===== src/rtl/fetch_if.sv =====
// Bus bundle between the fetch sequencer and its pc block, ROM and decode stage.
// The master side is the sequencer; the slave side is the surrounding datapath.
interface fetch_if #(
   parameter int ADDR_W = 16,
   parameter int INST_W = 26
);
   logic [ADDR_W-1:0] pc_count;
   logic [INST_W-1:0] rom_data;
   logic              dec_ready;
   logic              branch_taken;
   logic [ADDR_W-1:0] branch_target;
   logic              pc_en;
   logic [ADDR_W-1:0] new_pc;
   logic [ADDR_W-1:0] rom_addr;
   logic [INST_W-1:0] inst_out;
   logic [ADDR_W-1:0] inst_pc;
   logic              inst_valid;
   logic              halted;
   logic [15:0]       retired_cnt;

   modport master (
      input  pc_count, rom_data, dec_ready, branch_taken, branch_target,
      output pc_en, new_pc, rom_addr, inst_out, inst_pc, inst_valid, halted, retired_cnt
   );

   modport slave (
      output pc_count, rom_data, dec_ready, branch_taken, branch_target,
      input  pc_en, new_pc, rom_addr, inst_out, inst_pc, inst_valid, halted, retired_cnt
   );
endinterface


===== src/rtl/fetch_sequencer.sv =====
// Multi-cycle fetch controller: steps the pc, waits out ROM latency, holds the fetched
// instruction for decode, and handles branch redirects and the HALT opcode.
module fetch_sequencer #(
   parameter int          ADDR_W  = 16,
   parameter int          INST_W  = 26,
   parameter int          PC_STEP = 4,
   parameter int          ROM_LAT = 1,
   parameter logic [5:0]  HALT_OP = 6'h3F
) (
   input  logic    clk,
   input  logic    rst,
   fetch_if.master bus
);
   typedef enum logic [2:0] {
      S_IDLE  = 3'd0,
      S_FETCH = 3'd1,
      S_WAIT  = 3'd2,
      S_HOLD  = 3'd3,
      S_HALT  = 3'd4
   } state_t;

   state_t            state_r;
   logic [2:0]        wait_cnt_r;
   logic [INST_W-1:0] inst_r;
   logic [ADDR_W-1:0] inst_pc_r;
   logic              valid_r;
   logic              halted_r;
   logic [15:0]       retired_r;
   logic [ADDR_W-1:0] new_pc_r;
   logic              pc_en_q_r;

   logic              branch_s;
   logic              accept_s;
   logic              pc_en_s;
   logic [ADDR_W-1:0] new_pc_s;

   // Redirect/accept decode; a branch right after a pc load is dropped so pc_en never repeats.
   always_comb begin
      branch_s = bus.branch_taken && !pc_en_q_r && (state_r != S_HALT) && !rst;
      accept_s = valid_r && bus.dec_ready;
      pc_en_s  = branch_s || accept_s;
      if (branch_s) begin
         new_pc_s = bus.branch_target;
      end else if (accept_s) begin
         new_pc_s = bus.pc_count + ADDR_W'(PC_STEP);
      end else begin
         new_pc_s = new_pc_r;
      end
   end

   // Fetch state machine with its held instruction and retire counter.
   always_ff @(posedge clk or posedge rst) begin
      if (rst) begin
         state_r    <= S_IDLE;
         wait_cnt_r <= 3'd0;
         inst_r     <= '0;
         inst_pc_r  <= '0;
         valid_r    <= 1'b0;
         halted_r   <= 1'b0;
         retired_r  <= 16'd0;
         new_pc_r   <= '0;
         pc_en_q_r  <= 1'b0;
      end else begin
         pc_en_q_r <= pc_en_s;
         new_pc_r  <= new_pc_s;
         case (state_r)
            S_IDLE: begin
               state_r <= S_FETCH;
            end
            S_FETCH: begin
               if (branch_s) begin
                  state_r <= S_FETCH;
               end else begin
                  wait_cnt_r <= 3'(ROM_LAT);
                  state_r    <= S_WAIT;
               end
            end
            S_WAIT: begin
               if (branch_s) begin
                  state_r <= S_FETCH;
               end else if (wait_cnt_r == 3'd1) begin
                  inst_r    <= bus.rom_data;
                  inst_pc_r <= bus.pc_count;
                  valid_r   <= 1'b1;
                  state_r   <= S_HOLD;
               end else begin
                  wait_cnt_r <= wait_cnt_r - 3'd1;
               end
            end
            S_HOLD: begin
               if (branch_s) begin
                  valid_r <= 1'b0;
                  state_r <= S_FETCH;
               end else if (accept_s) begin
                  valid_r   <= 1'b0;
                  retired_r <= retired_r + 16'd1;
                  if (inst_r[INST_W-1 -: 6] == HALT_OP) begin
                     halted_r <= 1'b1;
                     state_r  <= S_HALT;
                  end else begin
                     state_r  <= S_FETCH;
                  end
               end
            end
            S_HALT: begin
               halted_r <= 1'b1;
            end
            default: begin
               state_r <= S_IDLE;
            end
         endcase
      end
   end

   assign bus.pc_en       = pc_en_s;
   assign bus.new_pc      = new_pc_s;
   assign bus.rom_addr    = bus.pc_count;
   assign bus.inst_out    = inst_r;
   assign bus.inst_pc     = inst_pc_r;
   assign bus.inst_valid  = valid_r;
   assign bus.halted      = halted_r;
   assign bus.retired_cnt = retired_r;
endmodule

===== src/flat_wrapper.sv =====
// flat-port wrapper written by rule: the top's interface ports become plain ports
module fetch_sequencer_flat 
#(
   parameter int          ADDR_W  = 16,
   parameter int          INST_W  = 26,
   parameter int          PC_STEP = 4,
   parameter int          ROM_LAT = 1,
   parameter logic [5:0]  HALT_OP = 6'h3F
)
  (clk, rst, bus_pc_count, bus_rom_data, bus_dec_ready, bus_branch_taken, bus_branch_target, bus_pc_en, bus_new_pc, bus_rom_addr, bus_inst_out, bus_inst_pc, bus_inst_valid, bus_halted, bus_retired_cnt);
  fetch_if #(.ADDR_W(ADDR_W), .INST_W(INST_W)) bus_i ();
  input  logic clk;
  input  logic rst;
  input wire logic [$bits(bus_i.pc_count)-1:0] bus_pc_count;
  input wire logic [$bits(bus_i.rom_data)-1:0] bus_rom_data;
  input wire logic [$bits(bus_i.dec_ready)-1:0] bus_dec_ready;
  input wire logic [$bits(bus_i.branch_taken)-1:0] bus_branch_taken;
  input wire logic [$bits(bus_i.branch_target)-1:0] bus_branch_target;
  output wire logic [$bits(bus_i.pc_en)-1:0] bus_pc_en;
  output wire logic [$bits(bus_i.new_pc)-1:0] bus_new_pc;
  output wire logic [$bits(bus_i.rom_addr)-1:0] bus_rom_addr;
  output wire logic [$bits(bus_i.inst_out)-1:0] bus_inst_out;
  output wire logic [$bits(bus_i.inst_pc)-1:0] bus_inst_pc;
  output wire logic [$bits(bus_i.inst_valid)-1:0] bus_inst_valid;
  output wire logic [$bits(bus_i.halted)-1:0] bus_halted;
  output wire logic [$bits(bus_i.retired_cnt)-1:0] bus_retired_cnt;
  assign bus_i.pc_count = bus_pc_count;
  assign bus_i.rom_data = bus_rom_data;
  assign bus_i.dec_ready = bus_dec_ready;
  assign bus_i.branch_taken = bus_branch_taken;
  assign bus_i.branch_target = bus_branch_target;
  assign bus_pc_en = bus_i.pc_en;
  assign bus_new_pc = bus_i.new_pc;
  assign bus_rom_addr = bus_i.rom_addr;
  assign bus_inst_out = bus_i.inst_out;
  assign bus_inst_pc = bus_i.inst_pc;
  assign bus_inst_valid = bus_i.inst_valid;
  assign bus_halted = bus_i.halted;
  assign bus_retired_cnt = bus_i.retired_cnt;
  fetch_sequencer #(.ADDR_W(ADDR_W), .INST_W(INST_W), .PC_STEP(PC_STEP), .ROM_LAT(ROM_LAT), .HALT_OP(HALT_OP)) u_core (.clk(clk), .rst(rst), .bus(bus_i));
endmodule

===== config.mk =====
export PLATFORM = sky130hd
export DESIGN_NAME = fetch_sequencer_flat
export DESIGN_NICKNAME = d
export VERILOG_FILES = /design/src/rtl/fetch_if.sv /design/src/rtl/fetch_sequencer.sv /design/src/flat_wrapper.sv
export SDC_FILE = /design/constraint.sdc
export NUM_CORES = 1
export LEC_CHECK = 0
export ABC_CLOCK_PERIOD_IN_PS = 3360
export CAP_MARGIN = 20
export CORE_ASPECT_RATIO = 0.5
export CORE_UTILIZATION = 44
export DETAILED_ROUTE_END_ITERATION = 12
export GPL_TIMING_DRIVEN = 0
export PLACE_DENSITY = 0.8
export SYNTH_ARGS = -nofsm -noshare
export SYNTH_HDL_FRONTEND = slang
export SYNTH_SLANG_ARGS = --single-unit

===== constraint.sdc =====
create_clock -name clk -period 3.36 [get_ports clk]
set_clock_uncertainty 0.05 [all_clocks]
set_input_delay 0.672 -clock clk [delete_from_list [all_inputs] [get_ports clk]]
set_output_delay 0.672 -clock clk [all_outputs]
set_load 0.01 [all_outputs]

==> summary.txt <==
Status
  – Status: complete, no violations

Routing
  – Per-cell routed wire length: 16.8 um
  – Via Count: 3163
  – Final WL: 10.4 mm
  – DR pass1 iterations: 4
  – 1st-iter DRT viols: 146
  – Routed vias/inst: 5.13
  – Routed Antenna Nets: 0
  – Drc violations: 0

Floorplanning
  – Row Count: 23
  – Initial Util: 47.3%
  – Ports: 155
  – Core footprint: 8320 um^2
  – Area of the die: 9350 um^2
  – Die X: 136 um
  – Chip Height: 68.9 um

Global route
  – GRT Residual Overflow: 0
  – First-pass GRT wire length: 16.3 mm
  – Number of global-route vias before repair: 3133
  – All-Layer GR Usage: 23.4%
  – Initial antenna violation count: 0
  – Pin count of the biggest net entering global routing: 48

Power
  – Comb power frac: 45.3%
  – Internal power component: 3130 uW
  – Maximum VDD drop: 0.000460 V
  – Clock power frac: 19.7%
  – Power per cell area: 792 nW/um^2
  – Sw Share: 33.5%
  – LEAKAGE: 0.00257 uW
  – Reg power frac: 35.0%
  – Design Power: 4700 uW
  – Switch Pwr: 1570 uW

CTS
  – Clk Latency, worst-skew pair: 0.34 ns
  – Num CTS Buffers: 9
  – CTS Sinks: 83
  – Root buffer cell: clkbuf_16
  – Reg clk slew, reported paths: 0.07 ns
  – CTS tree: built
  – Clk buf depth: 2
  – H-Tree Depth: 3

Yosys
  – Syn_nets: 398
  – Largest family of logic cells by synthesized area: simple AND/OR/NAND/NOR gates
  – Post-synthesis cell area: 3940 um^2
  – Syn avg cell area: 11.9 um^2
  – Synthesis warning total: 0
  – Largest area contributor in the netlist: dfrtp_1
  – Share of the synthesized area in the top cell type: 52.8%
  – Post-synthesis simple-gate area fraction: 15.1%
  – Sequential fraction of the synthesis area: 52.8%
  – Yosys cell types: 40
  – Synth Register Bits: 83
  – Post-Synth Adder-Cell Area: 1.27%
  – Cells after synthesis: 332
  – Synth Area in Compound Gates: 4.64%
  – Mux cell area share after synthesis: 14.6%
  – Synth area leaders: dfrtp_1 (53%), mux2_2 (12%), buf_4 (4.4%), xnor2_1 (3.3%), nand2_1 (2.9%)
  – XOR/XNOR Fraction of Synth Area: 6.01%

Critical path
  – Crit path capture type: output port
  – Worst-path fanout max: 6
  – Crit Path Category: input port to output port
  – Critical path launch point type: input port
  – CP arrival: 2.49 ns
  – Worst path required time: 2.64 ns

Final layout
  – Commonest non-fill, non-tap cell in the layout: clkdlybuf4s50_1
  – Most used cells in the layout excluding fill and tap cells: clkdlybuf4s50_1 (128), dfrtp_1 (83), mux2_2 (43)
  – Antenna diode count: 0
  – Fillers: 641
  – Layout Nets: 565
  – Layout cells sized above 1: 21.8%
  – Area Overhead vs Synth: 50.8%

STA
  – Achievable Freq: 0.312 GHz
  – Min Tclk post-route: 3.21 ns
  – Slew HR: 65.8%
  – Fraction of the cycle the final worst path needs: 95.5%
  – Setup TNS: 0 ns
  – Worst Max-Slew Pin Slew: 0.513 ns
  – RSZ-0062 raised after global routing: no
  – Final hold violation count: 0
  – Setup violations, final: 0
  – Max Slew Vio Count: 0

Place
  – Gpl congestion: 0.789
  – Post-DP HPWL: 7.69 mm
  – Port buffer count: 154

Run
  – Max cap viols: 0

Worst hold path
  – Path category of the worst min-delay check: flip-flop to flip-flop
state kept, by name, summed over array words and instances, names as in the netlist:
register and flops:
u_core.bus.retired_cnt 16, u_core.new_pc_r 16, u_core.pc_en_q_r 1, u_core.bus.inst_out 26, u_core.wait_cnt_r 3, u_core.state_r 3
u_core.bus.halted 1, u_core.bus.inst_valid 1, u_core.bus.inst_pc 16
worst max-delay path, cell delays in order:
cell and delay, ns:
clkdlybuf4s15_1 0.32, ha_2 0.26, and4_1 0.27, nand3_1 0.14
xnor2_2 0.21, mux2i_1 0.09, o21ai_0 0.22, dlygate4sd2_1 0.31
kinds of logic after synthesis:
family	after synthesis
DFF	83
muxes	52
buffers and inverters	31
adders and majority gates	4
and+or+nand+nor	102
xor gates and xnor gates	27
AOI/OAI and AO/OA	33
power groups by stage:
stage               sequential, uW  combinational, uW  clock [uW]
floorplan                     1760                961           0
global route                  1700               2280         984
CTS                           1650               2150         946
finish                        1650               2130         926
detailed placement            1660               2200           0
global placement              1630               2150           0
synth_stat cells (all sizes together):
| master | instances |
|---|---|
| nor2b | 3 |
| mux2 | 43 |
| mux2i | 9 |
| or2 | 3 |
| nor3 | 6 |
| and4 | 4 |
| inv | 3 |
| o2bb2ai | 1 |
| nand2 | 31 |
| o21ai | 18 |
| o31ai | 4 |
| nand2b | 2 |
| a21oi | 9 |
| nor3b | 1 |
| or3 | 2 |
| buf | 27 |
| ha | 4 |
| a311oi | 1 |
| nor4 | 2 |
| nand3b | 1 |
| nor2 | 21 |
| and3 | 3 |
| nand4 | 10 |
| clkbuf | 1 |
| xnor2 | 15 |
| dfrtp | 83 |
| nand3 | 9 |
| and2 | 4 |
| xor2 | 12 |
final timing paths:
check                                             to  cells after the start  slack, ns                  from
setup / recovery                      bus_new_pc[12]                      8       0.15       bus_pc_count[2]
hold / removal                     u_core.bus.halted                      1       0.42     u_core.bus.halted
setup reg to reg             u_core.bus.inst_out[19]                      6       1.46  u_core.wait_cnt_r[1]
hold reg to reg                    u_core.bus.halted                      1       0.42     u_core.bus.halted
max in group asynchronous      u_core.bus.inst_pc[6]                      3       1.89                   rst
min in group asynchronous  u_core.bus.retired_cnt[2]                      2       0.76                   rst
per-layer routing:
metal,vias up,wire length [um],global-route usage (%),share of wire [%]
met2,75,5420,41.5,52
met5,-,0,0,0
met1,1600,4440,29.0,43
li1,1479,-,-,-
met3,9,422,5.85,4.1
met4,0,96,6.04,0.93
final cells by class:
type                            count  area (um^2)  share of cell area [%]
Multi-Input combinational cell    218         1670                    28.2
Timing Repair Buffer              156         1550                    26.1
Buffer                             28          210                    3.54
Sequential cell                    83         2080                    35.0
Tap cell                          112          140                    2.36
Clock buffer                        9          225                    3.79
Inverter                            3         13.8                   0.232
Clock inverter                      7         51.3                   0.864
metrics by stage:
step / hold WS [ns] / setup WS [ns] / instance area, um^2 / cells / util [%]
after floorplan: 0.413 / 0.501 / 3940 / 332 / -
after global placement: 0.410 / -0.963 / 5620 / 598 / 67.5
after detailed placement: 0.408 / -0.465 / 5650 / 599 / 67.9
after CTS: 0.423 / 0.131 / 5930 / 616 / 71.3
after global routing: 0.448 / 0.0288 / 5940 / 616 / 71.4
final: 0.420 / 0.151 / 5940 / 616 / 71.4
timing repair:
action / 4_1_cts / 5_1_grt
hold buffers: 0 / 0
endpoints found under the hold margin: 0 / 0
pin swaps: 2 / 0
resized for setup: 35 / 3
setup buffers: 1 / 0
gates cloned: 0 / 0
endpoints found under the setup margin: 17 / 3
(Power assumes the default switching activity.)
==> variant 1, RTL diff (same settings) <==
`INST_W` is set to 26 in 3 places; all go to 34.
--- a/src/rtl/fetch_if.sv
+++ b/src/rtl/fetch_if.sv
@@ -4,3 +4,3 @@
    parameter int ADDR_W = 16,
-   parameter int INST_W = 26
+   parameter int INST_W = 34
 );
--- a/src/rtl/fetch_sequencer.sv
+++ b/src/rtl/fetch_sequencer.sv
@@ -4,3 +4,3 @@
    parameter int          ADDR_W  = 16,
-   parameter int          INST_W  = 26,
+   parameter int          INST_W  = 34,
    parameter int          PC_STEP = 4,
--- a/src/flat_wrapper.sv
+++ b/src/flat_wrapper.sv
@@ -4,3 +4,3 @@
    parameter int          ADDR_W  = 16,
-   parameter int          INST_W  = 26,
+   parameter int          INST_W  = 34,
    parameter int          PC_STEP = 4,
Interface: changed (resized bus_inst_out and bus_rom_data); port bits go from 155 to 171. No check against the original RTL was run, so the function may have changed too.
==> variant 1 against the unedited design <==
- sequential power up 8%
- via count up 8.5%
- sequential cell count up 8
- synthesized area up 6.6%
- core utilization up 1.4 points
- worst setup slack worse by 87 ps
- wire length up 7.5%
- sequential share of layout area down 0.15 points
- cell area up 10%
- total power up 8.5%
- die area up 6.5%
- largest power group unchanged
==> variant 1: results (changes against the unedited design) <==
GRT
  • Total track usage: 0.2335 (-0.0002819)
  • Largest net degree at the start of global routing: 58 (+21%)

Drt
  • Wirelength per Cell: 16.71 um (-0.76%)
  • Initial DRC Count: 198 (+36%)
  • Pre-antenna DRT Iters: 7 (+3)
  • Via Count: 3433 (+8.5%)

Synth
  • Register area share after synthesis: 0.5425 (+0.01482)
  • Top cells by count, synth: 91 x dfrtp_1, 48 x mux2_2, 38 x nand2_1
  • Mapped Avg Cell Area: 11.73 um^2 (-1.1%)
  • Unique masters post-synth: 42 (+5.0%)

Worst setup path
  • Crit path arrival time: 2570 ps (+80 ps)
  • CP max FO: 10 (+4)
  • Slowest stage cell, crit path: clkdlybuf4s50_1

Cells and area
  • Max reg flops: 34 (+31%)
  • Share of cells above drive strength 1: 0.2145 (-0.003709)

Pwr
  • Leak: 2.799 nW (+9.0%)
  • Peak VDD IR: 0.4059 mV (-12%)
  • Power Sequential: 1.79 mW (+8%)
  • Share of power burned in registers: 0.351 (about the same)
  • Clock network power: 1.20 mW (+30%)

Outcome
  • Outcome: complete, no violations

Placed design
  • Final HPWL DP: 7.967 mm (+3.6%)
  • Dpl cells: 646 (+7.8%)
  • Buffers on Ports: 170 (+10%)

STA
  • Worst-Margin Slew: 598.3 ps (+85.48 ps)

Clock network
  • Post-CTS Resized: 32 (-8.6%)
  • Post-CTS Setup Repair Bufs: 6 (+5)
==> variant 1: kinds of logic after synthesis <==
family                   after synthesis  share of synthesized area
AND/OR/NAND/NOR                      110                     0.1446
flip-flops                            91                     0.5425
multiplexers                          51                     0.1368
AO/OA/AOI/OAI                         45                    0.06468
buffers and inverters                 33                    0.04948
XOR/XNOR                              24                    0.05007
adder cells (fa/ha/maj)                4                    0.01192
==> variant 1: layout make-up <==
class | count | area, um^2
plain buffers | 27 | 191.4
clock buffers | 12 | 266.5
clock inverters | 4 | 95.09
fillers | 628 | 2442
inverters | 5 | 21.27
multi-input cells | 234 | 1783
flip-flops and latches | 91 | 2277
well taps | 117 | 146.4
repair buffers | 177 | 1755
==> variant 1: path summary, 6_finish.rpt <==
| kind | from | endpoint | cells after the start | slack (ps) |
|---|---|---|---|---|
| worst max-delay path | rst | bus_new_pc[9] | 7 | 60 |
| worst min-delay path | u_core.bus.retired_cnt[15]$_DFFE_PP0P_ | u_core.bus.retired_cnt[15]$_DFFE_PP0P_ | 1 | 420 |
| worst max register to register | u_core.state_r[2]$_DFFE_PP0P_ | u_core.new_pc_r[9]$_DFF_PP0_ | 5 | 1370 |
| worst min register to register | u_core.bus.retired_cnt[15]$_DFFE_PP0P_ | u_core.bus.retired_cnt[15]$_DFFE_PP0P_ | 1 | 420 |
| max in group asynchronous | rst | u_core.new_pc_r[4]$_DFF_PP0_ | 3 | 1860 |
| min in group asynchronous | rst | u_core.bus.inst_out[21]$_DFFE_PP0P_ | 2 | 760 |
==> variant 1: per-layer routing <==
metal	GRT usage	vias up	part of all wire
met5	0	-	0
met4	0.08303	0	0.021
met3	0.05010	21	0.038
met2	0.4039	88	0.50
met1	0.2933	1695	0.44
li1	-	1629	-
==> variant 2, RTL diff (same flow settings) <==
Without the edit above. Encoding of `state_t`: now one-hot (5 bits for 5 states).
--- a/src/rtl/fetch_sequencer.sv
+++ b/src/rtl/fetch_sequencer.sv
@@ -13,8 +13,8 @@
 );
-   typedef enum logic [2:0] {
-      S_IDLE  = 3'd0,
-      S_FETCH = 3'd1,
-      S_WAIT  = 3'd2,
-      S_HOLD  = 3'd3,
-      S_HALT  = 3'd4
+   typedef enum logic [4:0] {
+      S_IDLE  = 5'b00001,
+      S_FETCH = 5'b00010,
+      S_WAIT  = 5'b00100,
+      S_HOLD  = 5'b01000,
+      S_HALT  = 5'b10000
    } state_t;
Function: no difference found for any inputs over 10 cycles, from zero or initial values and one cycle with rst high; not proved beyond that.
==> variant 2 against the unedited design <==
- worst setup slack worse by 50 ps
- synthesized area increased by 0.48%
- wire length increased by 0.67%
- sequential cell count grew 2
- total power shrank 5.3%
- cell area increased by 2.4%
- non-clock buffer count stayed put
- highest routed layer unchanged
==> variant 2: results (changes against the unedited design) <==
Worst setup path
  • Kind of cell adding the most delay to the critical path: buffers and inverters
  • R2R depth: 5 (-1)
  • CP max FO: 10 (+4)
  • Crit path arrival time: 2540 ps (+50 ps)
  • R2R Path End: u_core.bus.inst_out[9]$_DFFE_PP0P_
  • Critical Path Max Stage Delay: 580 ps (+260 ps)
  • Slowest stage cell, crit path: clkdlybuf4s50_1
  • Slack of the worst reg-to-reg path: 1040 ps (-420 ps)

Pwr
  • Leak: 2.655 nW (+3.4%)
  • Pint: 3.057 mW (-2.3%)

Synth
  • Top cells by count, synth: 84 x dfrtp_1, 39 x mux2_2, 35 x nand2_1
  • Main area contributors after synthesis: dfrtp_1 53%, mux2_2 11%, xor2_1 4.0%, nand2_1 3.3%, o21ai_0 3.3%
  • Register area share after synthesis: 0.5381 (+0.01047)
  • Post-Syn Nets: 421 (+5.8%)
  • Yosys top cell area share: 0.5315 (+0.003823)
  • Mux contribution to synthesized area: 0.1275 (-0.01841)
  • Unique masters post-synth: 39 (-2.5%)
  • Synth Area in Compound Gates: 0.05789 (+0.01148)
  • Xor-xnor portion of the synthesized cell area: 0.06201 (+0.001929)

Drt
  • Top Layer Used: met4
  • Pre-antenna DRT Iters: 7 (+3)
  • Met2 wire len: 5.329 mm (-1.6%)
  • Wirelength per Cell: 16.19 um (-3.9%)
  • Wire length on met3: 400 um (-5.2%)
  • Initial DRC Count: 213 (+46%)
  • Via density: 5.012 (-2.4%)

Cells and area
  • Share of cells above drive strength 1: 0.1970 (-0.02128)
  • Final net count: 589 (+4.2%)

Outcome
  • Outcome: complete, no violations

STA
  • Fin Hold WS: 420.4 ps (+0.9260 ps)
  • Relative slew slack: 0.4105 (-0.2476)

Worst hold path
  • Worst Hold Path EP: u_core.wait_cnt_r[2]$_DFFE_PP0P_

GRT
  • Total track usage: 0.2369 (+0.003060)
  • Vias in the first global route: 3386 (+8.1%)
  • First-pass GRT wire length: 17.01 mm (+4.6%)

Placed design
  • Routability Congestion: 0.8049 (+2.0%)
  • Final HPWL DP: 7.435 mm (-3.3%)
variant 2: final cells by class:
class | count | area share
plain buffers | 26 | 0.03007
clock buffers | 10 | 0.03769
clock inverters | 6 | 0.01442
inverters | 6 | 0.004119
multi-input cells | 237 | 0.2815
flip-flops and latches | 85 | 0.3505
well taps | 117 | 0.02409
repair buffers | 158 | 0.2576
variant 2: repair_timing:
action                                  in CTS  in global routing
buffers inserted                             2                  1
pin swaps                                    1                  1
endpoints found under the hold margin        0                  0
gates cloned                                 0                  0
resized for setup                           48                 10
endpoints found under the setup margin      17                  4
variant 2: routing by layer:
layer	vias to the layer above	GRT usage
met1	1576	0.2831
met4	0	0.07654
met2	78	0.4067
met5	-	0
li1	1559	-
met3	20	0.07138
variant 2: metrics by stage:
step | std cells | util
after CTS | 645 | 0.6953
final | 645 | 0.6977
after global routing | 645 | 0.6977
after floorplan | 355 | -
after detailed placement | 627 | 0.6514
after global placement | 626 | 0.6480
variant 2: kinds of logic after synthesis:
group,Yosys count
simple gates,118
flops,85
mux,45
compound gates,42
buf+inv,33
xor+xnor,28
fa+ha+maj,4
variant 2: worst max-delay path by stage:
| stage | cells past startpoint | startpoint | slack [ps] | to |
|---|---|---|---|---|
| 2_1_floorplan | 1 | rst | 450 | u_core.bus.halted$_DFFE_PP0P_ |
| 3_3_place_gp | 2 | rst | -1030 | u_core.bus.inst_out[2]$_DFFE_PP0P_ |
| 3_5_place_dp | 7 | bus_pc_count[7] | -540 | bus_new_pc[15] |
| 4_1_cts | 7 | bus_pc_count[12] | 30 | bus_new_pc[15] |
| 5_1_grt | 6 | bus_dec_ready | 10 | bus_new_pc[0] |
| 6_report | 6 | bus_dec_ready | 100 | bus_new_pc[3] |
variant 2: power groups by stage:
stage | Sequential, mW | Combinational [mW] | Clock [mW]
floorplan | 1.74 | 0.661 | 0
global placement | 1.61 | 1.72 | 0
detailed placement | 1.64 | 1.75 | 0
CTS | 1.63 | 1.75 | 1.07
global route | 1.68 | 1.88 | 1.12
finish | 1.63 | 1.76 | 1.06
